--- src/rtl/serial_arith_pkg.sv ---
// serial_arith_pkg
//   Shared definitions for the bit-serial arithmetic blocks of the benchmark
//   suite: the control state encoding, the default operand width and the
//   helper that sizes the per-bit counter.
package serial_arith_pkg;

  // Control states shared by the serial arithmetic blocks.
  typedef enum logic [1:0] {
    IDLE = 2'd0,
    RUN  = 2'd1,
    DONE = 2'd2
  } state_t;

  localparam int DEFAULT_WIDTH = 5;

  // Width of the bit counter for a given operand width (operand width >= 2).
  function automatic int cnt_width(input int width);
    return $clog2(width);
  endfunction

endpackage

--- src/rtl/serial_sub_cell.sv ---
// serial_sub_cell
//   Combinational 1-bit full subtractor: computes a - b - br.
// Ports:
//   a       in   minuend bit
//   b       in   subtrahend bit
//   br      in   incoming borrow
//   d       out  difference bit
//   br_next out  borrow propagated to the next more significant bit
module serial_sub_cell (
  input  logic a,
  input  logic b,
  input  logic br,
  output logic d,
  output logic br_next
);

  assign d = a ^ b ^ br;

  // A borrow leaves this bit when b exceeds a outright, or when a and b are
  // equal and an incoming borrow has to be passed further up.
  assign br_next = (~a & b) | (~(a ^ b) & br);

endmodule

--- src/rtl/serial_subtractor.sv ---
// serial_subtractor
//   Multi-cycle bit-serial subtractor: diff = minuend - subtrahend - borrow_in
//   (mod 2^WIDTH) with a final borrow_out. Operands are taken through a
//   valid/ready handshake, processed LSB first at one bit per clock, and the
//   result is offered through a second valid/ready handshake.
// Parameters:
//   WIDTH       operand and difference width in bits (>= 2)
// Ports:
//   clk         rising-edge clock
//   rst         asynchronous active-high reset
//   in_valid    operand word present
//   in_ready    block can accept operands (state IDLE)
//   minuend     operand A
//   subtrahend  operand B
//   borrow_in   initial borrow
//   out_valid   result present (state DONE)
//   out_ready   consumer takes result
//   diff        A - B - borrow_in, modulo 2^WIDTH
//   borrow_out  1 iff A < B + borrow_in (unsigned)
module serial_subtractor
  import serial_arith_pkg::*;
#(
  parameter int WIDTH = DEFAULT_WIDTH
) (
  input  logic             clk,
  input  logic             rst,
  input  logic             in_valid,
  output logic             in_ready,
  input  logic [WIDTH-1:0] minuend,
  input  logic [WIDTH-1:0] subtrahend,
  input  logic             borrow_in,
  output logic             out_valid,
  input  logic             out_ready,
  output logic [WIDTH-1:0] diff,
  output logic             borrow_out
);

  localparam int CW = cnt_width(WIDTH);

  state_t           state;
  state_t           next_state;
  logic [WIDTH-1:0] a_sr;
  logic [WIDTH-1:0] b_sr;
  logic [WIDTH-1:0] diff_reg;
  logic             br_reg;
  logic             borrow_reg;
  logic [CW-1:0]    cnt;
  logic             cell_d;
  logic             cell_br_next;
  logic             last_bit;
  logic             accept;

  serial_sub_cell u_cell (
    .a       (a_sr[0]),
    .b       (b_sr[0]),
    .br      (br_reg),
    .d       (cell_d),
    .br_next (cell_br_next)
  );

  assign last_bit = (cnt == CW'(WIDTH - 1));
  assign accept   = in_valid & in_ready;

  always_ff @(posedge clk or posedge rst) begin
    if (rst) begin
      state <= IDLE;
    end else begin
      state <= next_state;
    end
  end

  // Handshake flags depend on the state alone, so no input reaches an output
  // combinationally. An out_ready/in_valid pair seen in DONE only completes
  // the output side; the new operand is picked up from IDLE afterwards.
  always_comb begin
    next_state = state;
    in_ready   = 1'b0;
    out_valid  = 1'b0;
    case (state)
      IDLE: begin
        in_ready = 1'b1;
        if (in_valid) begin
          next_state = RUN;
        end
      end
      RUN: begin
        if (last_bit) begin
          next_state = DONE;
        end
      end
      DONE: begin
        out_valid = 1'b1;
        if (out_ready) begin
          next_state = IDLE;
        end
      end
      default: begin
        next_state = IDLE;
      end
    endcase
  end

  // Datapath. Each RUN cycle consumes the LSBs of both shift registers and
  // shifts the difference bit in at the MSB, so after WIDTH shifts bit i of
  // the result sits at diff_reg[i]. Outside IDLE the operand inputs are not
  // looked at, and in DONE everything is frozen until the consumer takes it.
  always_ff @(posedge clk or posedge rst) begin
    if (rst) begin
      a_sr       <= '0;
      b_sr       <= '0;
      diff_reg   <= '0;
      br_reg     <= 1'b0;
      borrow_reg <= 1'b0;
      cnt        <= '0;
    end else begin
      case (state)
        IDLE: begin
          if (accept) begin
            a_sr     <= minuend;
            b_sr     <= subtrahend;
            br_reg   <= borrow_in;
            cnt      <= '0;
            diff_reg <= '0;
          end
        end
        RUN: begin
          diff_reg <= {cell_d, diff_reg[WIDTH-1:1]};
          a_sr     <= a_sr >> 1;
          b_sr     <= b_sr >> 1;
          br_reg   <= cell_br_next;
          cnt      <= cnt + CW'(1);
          if (last_bit) begin
            borrow_reg <= cell_br_next;
          end
        end
        default: begin
        end
      endcase
    end
  end

  assign diff       = diff_reg;
  assign borrow_out = borrow_reg;

endmodule
--- config.mk ---
export PLATFORM = sky130hd
export DESIGN_NAME = serial_subtractor
export DESIGN_NICKNAME = d
export VERILOG_FILES = /design/src/rtl/serial_arith_pkg.sv /design/src/rtl/serial_sub_cell.sv /design/src/rtl/serial_subtractor.sv
export SDC_FILE = /design/constraint.sdc
export NUM_CORES = 1
export LEC_CHECK = 0
export CELL_PAD_IN_SITES_DETAIL_PLACEMENT = 0
export CELL_PAD_IN_SITES_GLOBAL_PLACEMENT = 1
export CORE_ASPECT_RATIO = 0.6
export CORE_MARGIN = 5
export CORE_UTILIZATION = 33
export DETAILED_ROUTE_END_ITERATION = 8
export GPL_TIMING_DRIVEN = 0
export HOLD_SLACK_MARGIN = 0.05
export PLACE_DENSITY = 0.76
export RECOVER_POWER = 100
export SYNTH_ARGS = -nofsm -noshare
export SYNTH_HDL_FRONTEND = slang
export SYNTH_SLANG_ARGS = --single-unit
--- constraint.sdc ---
create_clock -name clk -period 1.4 [get_ports clk]
set_input_delay 0.42 -clock clk [delete_from_list [all_inputs] [get_ports clk]]
set_output_delay 0.42 -clock clk [all_outputs]
set_load 0.01 [all_outputs]
==> run summary <==
The number of standard cells after synthesis came out at 93. Launch instance of the worst register-to-register path: state[1]. For this run, the number of standard cells in the final layout without fillers is 176. Row generation in the floorplan step produced 16 rows. During placement, the flow inserted port buffers numbering 22. The run gives 1070 sq um as the post-synthesis instance area. Clock tree synthesis selected as its root buffer the cell sky130_fd_sc_hd__clkbuf_8. The number of warning messages in the yosys log was 0. The die is 54.1 um tall.

The final reports fail on negative setup slack. The first routing iteration left 50 violations. The post-synthesis sequential element count works out to 22. The number of global-route vias before repair was 860; the number of buffers added by the clock tree synthesis step was 3. The worst setup path is launched from a flip-flop. Yosys mapped a number of flops with a built-in enable equal to 0. 23 I/O pins were placed. For the final max-slew violation count, the log shows 0.

By area the synthesized netlist is led by sky130_fd_sc_hd__dfrtp_1, sky130_fd_sc_hd__nor4b_1, sky130_fd_sc_hd__inv_1. After clock tree synthesis, the clock-pin slew on the worst setup and hold paths is 0.07 ns. The final count of hold timing violations is 0, and the sequential cell area fraction in the yosys report is 0.515.

The capturing element type of the critical path is an output pin. Clock skew on the completed layout was measured at 0.00140 ns. For the initial antenna violation count, the log shows 0.

The number of clock sinks is 22, and the power per cell area is 2070 nW/um^2. For the core region area, the log shows 3180 sq um. Data arrives at the worst endpoint at 1.05 ns.

Setup violations remaining at the end of the flow were counted as 3. The worst setup margin is -0.0675 ns, and the number of distinct library cells after synthesis is 25. Dividing the synthesized area by the synthesized cell count gives 11.5 sq um. The routed via count divided by cell count came out at 4.72.

When the netlist entered floorplanning its net count stood at 111. The die area came out at 4520 sq um. The number of levels in the clock H-tree was 1.

The fraction of final layout cells sized beyond drive strength 1 was 0.260; the number of iterations in the first detailed-routing pass was 4. For the worst voltage drop across the vdd grid, the log shows 0.723 mV. The run gives 0 as the post-cts hold buffer count.

The run gives 0.336 as the initial standard-cell utilization of the core. The global-route total usage across every layer was 0.120; the post-route fraction of the period consumed by the critical path was 1.05. Of all nets on the critical path, the largest fanout is 6. TritonCTS built the clock tree.

The critical path is of the flip-flop to output pin type. For the DRC violation count after routing, the log shows 0. Pin slew with the least headroom to its limit: 0.853 ns. The leading register cell type out of synthesis was sky130_fd_sc_hd__dfrtp_1. The critical path required time is 0.98 ns, and the global-route wire length before repair is 4130 um. The path category of the worst min-delay check was flip-flop to flip-flop.

The run finished, with violations left. The smallest clock period supported by the final layout is computed as 1.47 ns. The die span in x is 83.5 um. Summed over all instances, the cell type with the most area after synthesis is sky130_fd_sc_hd__dfrtp_1.

After detailed routing, the average wire length per cell comes to 13.7 um. The worst hold path begins at a_sr[4]. For this run, the post-layout net count is 151. Tracing the worst setup path back leads to its startpoint at state[1]. Based on the critical path, the design can be clocked at up to 681 MHz. The tools report the utilization after layout as 0.476. Setup repair after global routing could not meet its margin everywhere. Share of synthesized flip-flops with an asynchronous set or reset: 1.00. The clock passes through at most 2 buffers.

The area growth from synthesis to layout is 41.8%. The estimated wirelength of the detail-placed design is 1670 um, and the relative slew slack is 0.431. Entering global routing, the biggest net connects 23 pins. The logs give 160 for the placed instance count and 0 for the post-route antenna net violation count.

Max-cap violations in this run came to 0. The static leakage came out at 0.713 nW. The later pin in the worst-skew pair is clocked with a latency of 0.26 ns. After layout, the design draws a total of 3.13 mW. The repair_antennas step left the layout with diodes totalling 0. The run gives 0 as the total global routing overflow.

The overall routed net length was 2410 um. At the end of routability-driven placement, the weighted congestion stood at 0.741. The routed via count is 831, and the proportion of netlist area held by the largest area contributor is 0.515.
[worst paths after layout]
kind                            end  slack, ns  cells past startpoint
max reg2reg                  cnt[2]      -0.02                      5
max                        in_ready      -0.07                      3
max in group asynchronous    cnt[0]       0.23                      2
min in group asynchronous   b_sr[0]       0.65                      2
min reg2reg                 a_sr[4]       0.50                      1
min                         a_sr[4]       0.50                      1
[power breakdown]
group          switching (mW)  internal, mW
clock network           0.194         0.192
registers               0.152         0.934
logic                   0.779         0.883
total                    1.13          2.01
[cell usage after synthesis (3+ instances only)]
library cell	count
sky130_fd_sc_hd__a211oi_1	3
sky130_fd_sc_hd__nor4b_1	7
sky130_fd_sc_hd__dfrtp_1	22
sky130_fd_sc_hd__inv_1	14
sky130_fd_sc_hd__nor2b_1	4
sky130_fd_sc_hd__nor3b_1	3
sky130_fd_sc_hd__buf_2	5
sky130_fd_sc_hd__a221oi_1	5
sky130_fd_sc_hd__a22o_1	6
sky130_fd_sc_hd__nor2_1	5
[cell usage in the layout (no fill, tap or decap), drive strengths merged]
cell           instances
clkdlybuf4s50         13
a22o                   6
nand4b                 1
nor2                   5
and3b                  2
nor4b                  7
a32o                   2
fa                     1
dfrtp                 22
buf                   19
a211oi                 3
a221o                  1
mux2i                  1
a31oi                  1
nor3b                  3
o21bai                 1
nor2b                  4
ha                     2
dlygate4sd2            7
clkbuf                 7
o21ai                  1
a222oi                 1
nand2b                 1
mux2                   1
inv                   14
a221oi                 5
[what timing repair did]
| item | in CTS | in global routing |
|---|---|---|
| resized for setup | 25 | 6 |
| setup endpoints to repair | 16 | 5 |
| pin swaps | 1 | 2 |
| setup buffers | 4 | 9 |
[per-layer routing]
layer / vias up / GRT usage / routed length, um
met5: - / 0 / 0
met4: 0 / 0.0241 / 10
met3: 2 / 0.0505 / 163
met2: 20 / 0.194 / 1070
met1: 395 / 0.154 / 1170
li1: 414 / - / -
[cell families (layout without fill, tap and decap cells)]
logic type,after synthesis,in the layout,share of synthesized area
simple gates,23,23,0.150
flops,22,22,0.515
buf+inv,22,60,0.0971
compound gates,21,21,0.177
fa+ha+maj,3,3,0.0421
mux,2,2,0.0199
[critical path: stages (launching register included)]
cell	delay, ns
sky130_fd_sc_hd__dfrtp_1	0.40
sky130_fd_sc_hd__buf_6	0.15
sky130_fd_sc_hd__nor2_4	0.13
sky130_fd_sc_hd__buf_6	0.11
[final cells by class]
cell class | instances | area (sq um)
Buffer | 8 | 57.6
Clock buffer | 3 | 41.3
Sequential cell | 22 | 551
Multi-Input combinational cell | 49 | 450
Fill cell | 297 | 1670
Timing Repair Buffer | 35 | 308
Inverter | 14 | 52.6
Tap cell | 45 | 56.3
[per-stage QoR]
| stage | TNS (ns) | cell area [sq um] | worst slack (ns) | hold WS [ns] |
|---|---|---|---|---|
| floorplan | 0 | 1070 | 0.124 | 0.409 |
| global placement | -7.83 | 1350 | -0.564 | 0.480 |
| detailed placement | -9.56 | 1350 | -0.572 | 0.485 |
| CTS | -0.167 | 1440 | -0.0889 | 0.505 |
| global route | -0.634 | 1520 | -0.125 | 0.534 |
| finish | -0.149 | 1520 | -0.0675 | 0.497 |
Note: power is estimated with default switching activity, not from simulation.
